File: src/rtl/forward_ctrl_pkg.sv
// Shared pipeline definitions: operand-forwarding select encoding and register index width.
// Used by the hazard/forwarding control and the EX-stage operand mux.
package forward_ctrl_pkg;

    localparam int REG_ADDR_WIDTH_DEFAULT = 5;

    typedef enum logic [1:0] {
        FWD_REG   = 2'b00,
        FWD_EXMEM = 2'b01,
        FWD_MEMWB = 2'b10
    } fwd_sel_e;

endpackage

File: src/rtl/forward_cmp.sv
// Maps one EX source register against MEM/WB writers to an operand select code.
// Purely combinational; no backpressure.
module forward_cmp
    import forward_ctrl_pkg::*;
#(
    parameter int REG_ADDR_WIDTH = REG_ADDR_WIDTH_DEFAULT
) (
    input  logic                      ex_valid,
    input  logic [REG_ADDR_WIDTH-1:0] src,
    input  logic                      mem_valid,
    input  logic                      mem_reg_write,
    input  logic [REG_ADDR_WIDTH-1:0] mem_rd,
    input  logic                      wb_valid,
    input  logic                      wb_reg_write,
    input  logic [REG_ADDR_WIDTH-1:0] wb_rd,
    output logic [1:0]                sel
);

    logic     mem_hit;
    logic     wb_hit;
    fwd_sel_e sel_e;

    // x0 is hardwired to zero, so a write to it must never be forwarded
    assign mem_hit = mem_valid && mem_reg_write && (mem_rd != '0) && (mem_rd == src);
    assign wb_hit  = wb_valid  && wb_reg_write  && (wb_rd  != '0) && (wb_rd  == src);

    always_comb begin
        sel_e = FWD_REG;
        if (ex_valid) begin
            if (mem_hit) begin
                sel_e = FWD_EXMEM;
            end else if (wb_hit) begin
                sel_e = FWD_MEMWB;
            end
        end
    end

    assign sel = sel_e;

endmodule

File: src/rtl/forward_ctrl.sv
// Tracks EX/MEM/WB occupancy to drive operand forwarding selects and load-use stalls.
// Selects/stall are combinational from registered state; a load-use inserts exactly one EX bubble.
module forward_ctrl
    import forward_ctrl_pkg::*;
#(
    parameter int REG_ADDR_WIDTH = REG_ADDR_WIDTH_DEFAULT,
    parameter int CNT_WIDTH      = 32
) (
    input  logic                      clk,
    input  logic                      rst,
    input  logic                      id_valid,
    input  logic [REG_ADDR_WIDTH-1:0] id_rs1,
    input  logic [REG_ADDR_WIDTH-1:0] id_rs2,
    input  logic [REG_ADDR_WIDTH-1:0] id_rd,
    input  logic                      id_reg_write,
    input  logic                      id_mem_read,
    input  logic                      flush,
    output logic                      stall,
    output logic [1:0]                ex_sel_a,
    output logic [1:0]                ex_sel_b,
    output logic                      ex_valid,
    output logic [CNT_WIDTH-1:0]      stall_count
);

    logic                      ex_v;
    logic [REG_ADDR_WIDTH-1:0] ex_rs1;
    logic [REG_ADDR_WIDTH-1:0] ex_rs2;
    logic [REG_ADDR_WIDTH-1:0] ex_rd;
    logic                      ex_reg_write;
    logic                      ex_mem_read;

    logic                      mem_v;
    logic [REG_ADDR_WIDTH-1:0] mem_rd;
    logic                      mem_reg_write;

    logic                      wb_v;
    logic [REG_ADDR_WIDTH-1:0] wb_rd;
    logic                      wb_reg_write;

    logic                      ex_is_load;

    // A load's data only exists after MEM, so a dependent decode instruction must wait one cycle
    assign ex_is_load = ex_v && ex_mem_read && ex_reg_write && (ex_rd != '0);
    assign stall      = id_valid && ex_is_load && !flush &&
                        ((id_rs1 == ex_rd) || (id_rs2 == ex_rd));

    assign ex_valid = ex_v;

    always_ff @(posedge clk) begin
        if (rst) begin
            ex_v        <= 1'b0;
            mem_v       <= 1'b0;
            wb_v        <= 1'b0;
            stall_count <= '0;
        end else begin
            wb_v          <= mem_v;
            wb_rd         <= mem_rd;
            wb_reg_write  <= mem_reg_write;

            mem_v         <= ex_v;
            mem_rd        <= ex_rd;
            mem_reg_write <= ex_reg_write;

            // Payload is loaded unconditionally; only the valid bit decides whether EX is live
            ex_v          <= id_valid && !flush && !stall;
            ex_rs1        <= id_rs1;
            ex_rs2        <= id_rs2;
            ex_rd         <= id_rd;
            ex_reg_write  <= id_reg_write;
            ex_mem_read   <= id_mem_read;

            if (stall && (stall_count != '1)) begin
                stall_count <= stall_count + CNT_WIDTH'(1);
            end
        end
    end

    forward_cmp #(
        .REG_ADDR_WIDTH(REG_ADDR_WIDTH)
    ) u_cmp_a (
        .ex_valid      (ex_v),
        .src           (ex_rs1),
        .mem_valid     (mem_v),
        .mem_reg_write (mem_reg_write),
        .mem_rd        (mem_rd),
        .wb_valid      (wb_v),
        .wb_reg_write  (wb_reg_write),
        .wb_rd         (wb_rd),
        .sel           (ex_sel_a)
    );

    forward_cmp #(
        .REG_ADDR_WIDTH(REG_ADDR_WIDTH)
    ) u_cmp_b (
        .ex_valid      (ex_v),
        .src           (ex_rs2),
        .mem_valid     (mem_v),
        .mem_reg_write (mem_reg_write),
        .mem_rd        (mem_rd),
        .wb_valid      (wb_v),
        .wb_reg_write  (wb_reg_write),
        .wb_rd         (wb_rd),
        .sel           (ex_sel_b)
    );

endmodule

File: config.mk
export PLATFORM = sky130hd
export DESIGN_NAME = forward_ctrl
export DESIGN_NICKNAME = d
export VERILOG_FILES = /design/src/rtl/forward_ctrl_pkg.sv /design/src/rtl/forward_cmp.sv /design/src/rtl/forward_ctrl.sv
export SDC_FILE = /design/constraint.sdc
export NUM_CORES = 1
export LEC_CHECK = 0
export CAP_MARGIN = 20
export CORE_MARGIN = 3
export CORE_UTILIZATION = 35
export CTS_BUF_LIST = sky130_fd_sc_hd__clkbuf_8 sky130_fd_sc_hd__clkbuf_16
export DETAILED_ROUTE_END_ITERATION = 7
export HOLD_SLACK_MARGIN = 0.05
export PLACE_DENSITY = 0.57
export SLEW_MARGIN = 15
export SYNTH_ARGS = -nofsm -noshare
export SYNTH_HDL_FRONTEND = slang
export SYNTH_HIERARCHICAL = 1
export SYNTH_SLANG_ARGS = --single-unit
File: constraint.sdc
create_clock -name clk -period 2.5 [get_ports clk]
set_clock_uncertainty 0.1 [all_clocks]
set_input_delay 0.75 -clock clk [delete_from_list [all_inputs] [get_ports clk]]
set_output_delay 0.75 -clock clk [all_outputs]
set_load 0.02 [all_outputs]
==> results of run 1 <==
## flip-flops by register name, indices dropped and copies added, names as in the netlist, 5 cells and up
name / flops
ex_rd: 5
ex_rs1: 5
ex_rs2: 5
mem_rd: 5
stall_count: 32
wb_rd: 5
## routing by layer
layer,track usage [%],vias up
met1,21.89,1318
met5,0,-
met2,26.86,53
li1,-,1377
met4,6.033,0
met3,3.788,10
## stage by stage
stage               util, %  total power [uW]  hold slack, ns  TNS [ns]
floorplan                 -              1279          0.3271         0
global placement      46.64              1370          0.3355    -14.80
detailed placement    46.64              1373          0.3491    -15.26
CTS                   50.39              2368          0.3658   -0.4116
global route          50.66              2435          0.3844    -1.037
finish                50.66              2346          0.3772   -0.3824
## logic make-up (layout without fill, tap and decap cells)
group,Yosys count,count (layout),share of synthesized area [%]
AOI/OAI and AO/OA,59,61,12.82
xor gates and xnor gates,26,26,7.180
adders and majority gates,1,1,0.3944
buffers and inverters,26,128,3.629
DFF,64,64,49.55
muxes,4,4,1.657
and+or+nand+nor,131,131,24.77
## final timing paths
path                           to
hold / removal      mem_reg_write
hold reg to reg     mem_reg_write
setup / recovery            stall
setup reg to reg  stall_count[25]
## power by group
part,switching (uW),internal [uW],total [uW]
registers,36.9,1140,1170
logic,91.7,94.8,187
clock network,426,561,987
## final cells by class
class	count	area [um2]	area share, %
multi-input combinational	223	1593	35.88
inverter	16	60.06	1.353
timing repair buffer	96	859.6	19.36
sequential	64	1572	35.40
tap	108	135.1	3.044
clock inverter	7	96.34	2.170
clock buffer	9	123.9	2.790
## cell usage in the layout (no fill, tap or decap), drive strengths merged, types with 5 or more instances in the layout
cell type      instances
nor2                  18
clkbuf                 9
and4                   6
or4                   11
xor2                  12
o21ai                 11
inv                   16
a21oi                 23
nor3                   6
nor2b                  5
nand4                  9
buf                   43
xnor2                 14
dlygate4sd2            8
and2                   5
nand2                 24
dfxtp                 35
nand3                 18
clkdlybuf4s50         41
nor4                  13
edfxtp                29
o211ai                 5
o31ai                  8
or3                    8
## what timing repair did
| action | in CTS | in global routing |
|---|---|---|
| resized for setup | 56 | 4 |
| buffers inserted | 5 | 0 |
| hold buffers | 0 | 0 |
| pin swaps | 12 | 4 |
| endpoints found under the setup margin | 28 | 21 |
| gates cloned | 1 | 1 |
## synth_stat cells (3+ instances only)
cell / n / share of area, %
dfxtp_1: 35 / 22
clkbuf_1: 6 / 0.71
a21oi_1: 23 / 3.6
o41ai_1: 3 / 0.83
xnor2_1: 14 / 3.9
and4_1: 6 / 1.7
edfxtp_1: 29 / 27
or3_1: 8 / 1.6
xor2_1: 12 / 3.3
o21ai_0: 5 / 0.79
or4_1: 11 / 2.6
nand4_1: 8 / 1.6
inv_1: 16 / 1.9
o31ai_1: 8 / 1.9
nand3_1: 18 / 2.8
nand2_1: 23 / 2.7
nor2b_1: 5 / 0.99
nor2_1: 18 / 2.1
nor4_1: 10 / 2.0
and2_1: 5 / 0.99
nor3_1: 3 / 0.47
o21ai_1: 6 / 0.95
==> metrics.md, run 1 <==
| Metric | Value |
|---|---|
| Die height | 101.2 um |
| Period utilization | 105.6% |
| Worst hold path class | flip-flop to flip-flop |
| Starting Density | 36.19% |
| Non-filler instance count after layout | 523 |
| Core area | just under 9000 um2 |
| TritonCTS clock tree | built |
| VDD IR max | ~0.00026 V |
| Slowest stage cell, crit path | edfxtp_1 |
| DP HPWL | 5877 um |
| Seq/Total Area, Yosys | 49.55% |
| H-tree depth | 3 |
| Met1 wire length | approximately 3800 um |
| Clock Path Buffers | 2 |
| # fillers | about 820 |
| Routability cong. | 0.7940 |
| FF-to-FF path depth | 8 |
| Number of global-route vias before repair | 2,758 |
| Post-Syn Area per Cell | 10.20 um2 |
| Clock Tree Root | clkbuf_8 |
| Least-Margin Pin Slew | 0.4269 ns |
| Nets | 432 |
| Relative slew margins | 71.46% |
| Cell area after synthesis | 3172 um2 |
| DR iter-0 viols | 79 |
| Wirelength per Cell | 15.86 um |
| Synth Net Count | 333 |
| Crit-path max FO | 4 |
| CP cell instances | or4_4 -> nor2_4 -> nor3_4 -> and2_4 -> buf_6 |
| Port Buffers | 58 |
| Worst EP arrival | 1.79 ns |
| Startpoint of the worst hold path | ex_reg_write |
| Critical path class | flip-flop to output port |
| I/O pin total | 59 |
| WHS Path Cells | 0 |
| Post-synth EDFFs | 29 |
| Top_reg_cell synth | dfxtp_1 |
| Final worst path period need | 2.640 ns |
| Final worst setup slack | -0.1395 ns |
| RSZ-0062 raised after global routing | yes |
| WP buf/inv | 1 |
| Gr ovfl total | 0 |
| # DRC | 0 |
| Worst R2R Setup Slack | 0.12 ns |
| Placed inst area | approximately 4100 um2 |
| WL final | a little over 8000 um |
| Max-cap viol count | 0 |
| Status | finished with violations |
| Async set or reset register ratio after synthesis | 0% |
| Share of cells above drive strength 1 | between 20 and 25% |
| Crit. path cell count | 5 |
| All-layer global routing usage | 16.64% |
| Site Rows | 34 |
| Vias per cell | roughly 5.3 |
| PwrDens | 528.5 nW/um2 |
| Seq cells post-synth | 64 |
| Final ANT Viol Nets | 0 |
| Met2 wire len | 4046 um |
| # clock sinks | 64 |
| CP Launch Point | ex_rd[4] |
| DR WL met3 | 288 um |
| CTS buffer count | 9 |
| Initial DRT Pass Iterations | 6 |
| Slew Viols, Final | 0 |
| Final Hold Fails | 0 |
| CP top delay family | simple AND/OR/NAND/NOR gates |
| Yosys warns | 6 |
| Top sig layer | met4 |
| Place WS | -0.9534 ns |
| Failing checks | negative setup slack |
| Die area | 10,240 um2 |
| Die Span X | 101.2 um |
| # diodes | 0 |
| Count of cell types in the netlist | 50 |
| Initial antenna violation count | 0 |
| Endpoints failing setup | 5 |
| Clk Latency, worst-skew pair | 0.34 ns |
| Clock transition at the registers of the reported paths | around 0.07 ns |
| Critical Path Start Type | flip-flop |
| Slowest stage delay, CP | roughly 0.50 ns |
| Largest net degree at the start of global routing | 23 |
| P&R area growth vs syn | 39.96% |
| Post-route cell area | 4439 um2 |
| Via count | 2,758 |
| Peak Freq | between 0.3 and 0.4 GHz |
| CP endpoint kind | output port |
| Worst Path Required | 1.65 ns |
| Pleak | 0.001530 uW |
| First-pass GRT wire length | ~13,000 um |
| Gate Count Post-Synth | 311 |
| R2r startpoint | ex_rd[4] |
| Placed cell count | 501 |
No activity file was read; power rests on OpenSTA's default activity.
==> run 2, diff against run 1 <==
- GPL_TIMING_DRIVEN: default -> 0
==> run 2 against run 1 <==
The run still ends with negative setup slack left. Design area is 3.6% lower. Global-route usage is 0.38 points lower. Wire length is 4.7% lower. Sequential power hardly changed. Utilization is 1.8 points lower. Final cell count is 2.1% lower. Clock power is 25% lower. Largest power group unchanged.
==> metrics.md, run 2 (synthesis gave the netlist of run 1 again) <==
| Metric | Value |
|---|---|
| Status | finished with violations |
| Failing checks | negative setup slack |
| Seq. cell area | 1572 um2 (unchanged) |
| Port Buffers | 58 (unchanged) |
| Die height | 101.2 um (unchanged) |
| All-layer global routing usage | 16.26% (-0.38 points) |
| Post-route cell area | 4280 um2 (-3.6%) |
| Worst EP arrival | 1.79 ns (about the same) |
| Share of cells above drive strength 1 | 20.30% (-1.9 points) |
| Wirelength per Cell | 15.44 um (-2.7%) |
| Nets | 421 (-2.5%) |
| Die Span X | 101.2 um (unchanged) |
| Largest net degree at the start of global routing | 20 (-13%) |
| Clock Path Buffers | 2 (unchanged) |
| Final ANT Viol Nets | 0 (unchanged) |
| Number of global-route vias before repair | 2,591 (-6.1%) |
| Peak Freq | 0.3791 GHz (about the same) |
| H-tree depth | 3 (unchanged) |
| P&R area growth vs syn | 34.95% |
| Final worst setup slack | -0.1377 ns (+0.001791 ns) |
| Via count | 2,692 (-2.4%) |
| DP HPWL | 5621 um (-4.4%) |
| CTS buffer count | 9 (unchanged) |
| Relative slew margins | 64.29% (-7.2 points) |
| Clock Tree Root | clkbuf_8 |
| Most common cell after layout, fill and taps aside | clkdlybuf4s50_1 |
| RSZ-0062 raised after global routing | yes |
| Least-Margin Pin Slew | 0.5356 ns (+0.1088 ns) |
| Endpoints failing setup | 5 (unchanged) |
| Layout Utilization | 48.84% (-1.8 points) |
| Initial DRT Pass Iterations | 4 (-2) |
| Place WS | -1.149 ns (-0.1957 ns) |
| Slowest stage cell, crit path | edfxtp_1 |
| Worst hold path class | flip-flop to flip-flop |
| Die area | 10,240 um2 (unchanged) |
| Vias per cell | 5.258 (-0.30%) |
| Max-cap viol count | 0 (unchanged) |
| # diodes | 0 (unchanged) |
| Slowest stage delay, CP | 0.47 ns (-0.03 ns) |
| Largest Register | stall_count |
| Most frequent cells in the layout | 43 x clkdlybuf4s50_1, 35 x dfxtp_1, 29 x edfxtp_1 |
| CP cell instances | buf_4 -> xor2_1 -> nor3_2 -> o2111ai_2 -> and4_1 -> buf_4 |
| Site Rows | 34 (unchanged) |
| CP endpoint kind | output port |
| Slew Viols, Final | 0 (unchanged) |
| # fillers | 816 (-0.97%) |
| Final Hold Fails | 0 (unchanged) |
| Starting Density | 36.19% (unchanged) |
| DR iter-0 viols | 85 (+7.6%) |
| Critical path class | flip-flop to output port |
| Gr ovfl total | 0 (unchanged) |
| # DRC | 0 (unchanged) |
| Most common cell type on the critical path | buf_4 |
| Final worst path period need | 2.638 ns (-0.001791 ns) |
| Max reg flops | 32 (unchanged) |
| WL final | 7905 um (-4.7%) |
| PwrDens | 490.6 nW/um2 (-7.2%) |
| Multi-input logic area | 1559 um2 (-2.1%) |
| VDD IR max | 0.0002120 V (-18%) |
| Critical Path Start Type | flip-flop |
| Pleak | 0.001445 uW (-5.6%) |
| Routability cong. | 0.8143 (+2.6%) |
| Core area | 8763 um2 (unchanged) |
| Placed inst area | 3915 um2 (-4.2%) |
| # clock sinks | 64 (unchanged) |
| Worst Path Required | 1.65 ns (about the same) |
| First-pass GRT wire length | 12,990 um (-2.8%) |
| TritonCTS clock tree | built |
| Initial antenna violation count | 0 (unchanged) |
| Worst R2R Setup Slack | 0.15 ns (+0.03 ns) |
| Crit-path max FO | 4 (unchanged) |
| Period utilization | 105.5% (about the same) |
| Clk Latency, worst-skew pair | 0.33 ns (about the same) |
| I/O pin total | 59 (unchanged) |
| Clock transition at the registers of the reported paths | 0.07 ns (about the same) |
## run 2: cell count changes in the layout (fill, tap and decap cells not counted), moves of 3 or more
cell      before  now
clkbuf_2       0    5
nor4_2         3    6
inv_1         16   19
buf_2          0    4
buf_4         40   20
## run 2: stage by stage
stage	hold slack [ns]	TNS [ns]	total power, uW	cells
after CTS	0.3814	-0.3828	2105	506
after global routing	0.3889	-1.120	2197	512
after floorplan	0.3271	0	1279	311
after global placement	0.3386	-28.68	1344	477
final	0.3745	-0.5282	2100	512
after detailed placement	0.3566	-21.25	1350	478
## run 2: final timing paths
kind,depth (start not counted),from,to
min reg2reg,0,ex_reg_write,mem_reg_write
max,6,mem_rd[0],ex_sel_a[1]
min,0,ex_reg_write,mem_reg_write
max reg2reg,8,ex_rd[4],stall_count[25]
## run 2: report_power, final
part | internal, uW | total [uW] | switching (uW)
Clock | 369 | 737 | 368
Combinational | 99.9 | 188 | 87.7
Sequential | 1140 | 1170 | 37.8
## run 2: critical path, delay by kind of cell (launching register included)
| kind | cells | cell delay, ns |
|---|---|---|
| xor gates and xnor gates | 1 | 0.16 |
| DFF | 1 | 0.47 |
| and+or+nand+nor | 2 | 0.37 |
| AOI/OAI and AO/OA | 1 | 0.13 |
| buffers and inverters | 2 | 0.33 |
## run 2: area by class of cell
| cell class | instances | area share (%) |
|---|---|---|
| Inverter | 16 | 1.491 |
| Tap cell | 108 | 3.157 |
| Clock inverter | 6 | 0.5846 |
| Sequential cell | 64 | 36.71 |
| Buffer | 9 | 1.315 |
| Multi-Input combinational cell | 221 | 36.42 |
| Timing Repair Buffer | 78 | 17.10 |
| Clock buffer | 10 | 3.215 |
## run 2: timing repair
item	4_1_cts	5_1_grt
setup buffers	13	6
endpoints found under the setup margin	36	47
pin swaps	10	8
hold buffers	0	0
resized for setup	49	20
## run 2: metal layers
metal | GRT usage [%] | routed length (um) | vias up | share of wire [%]
met1 | 21.87 | 3626 | 1261 | 46
li1 | - | - | 1349 | -
met5 | 0 | 0 | - | 0
met4 | 7.157 | 110 | 0 | 1.4
met3 | 3.375 | 351 | 10 | 4.4
met2 | 25.30 | 3817 | 72 | 48
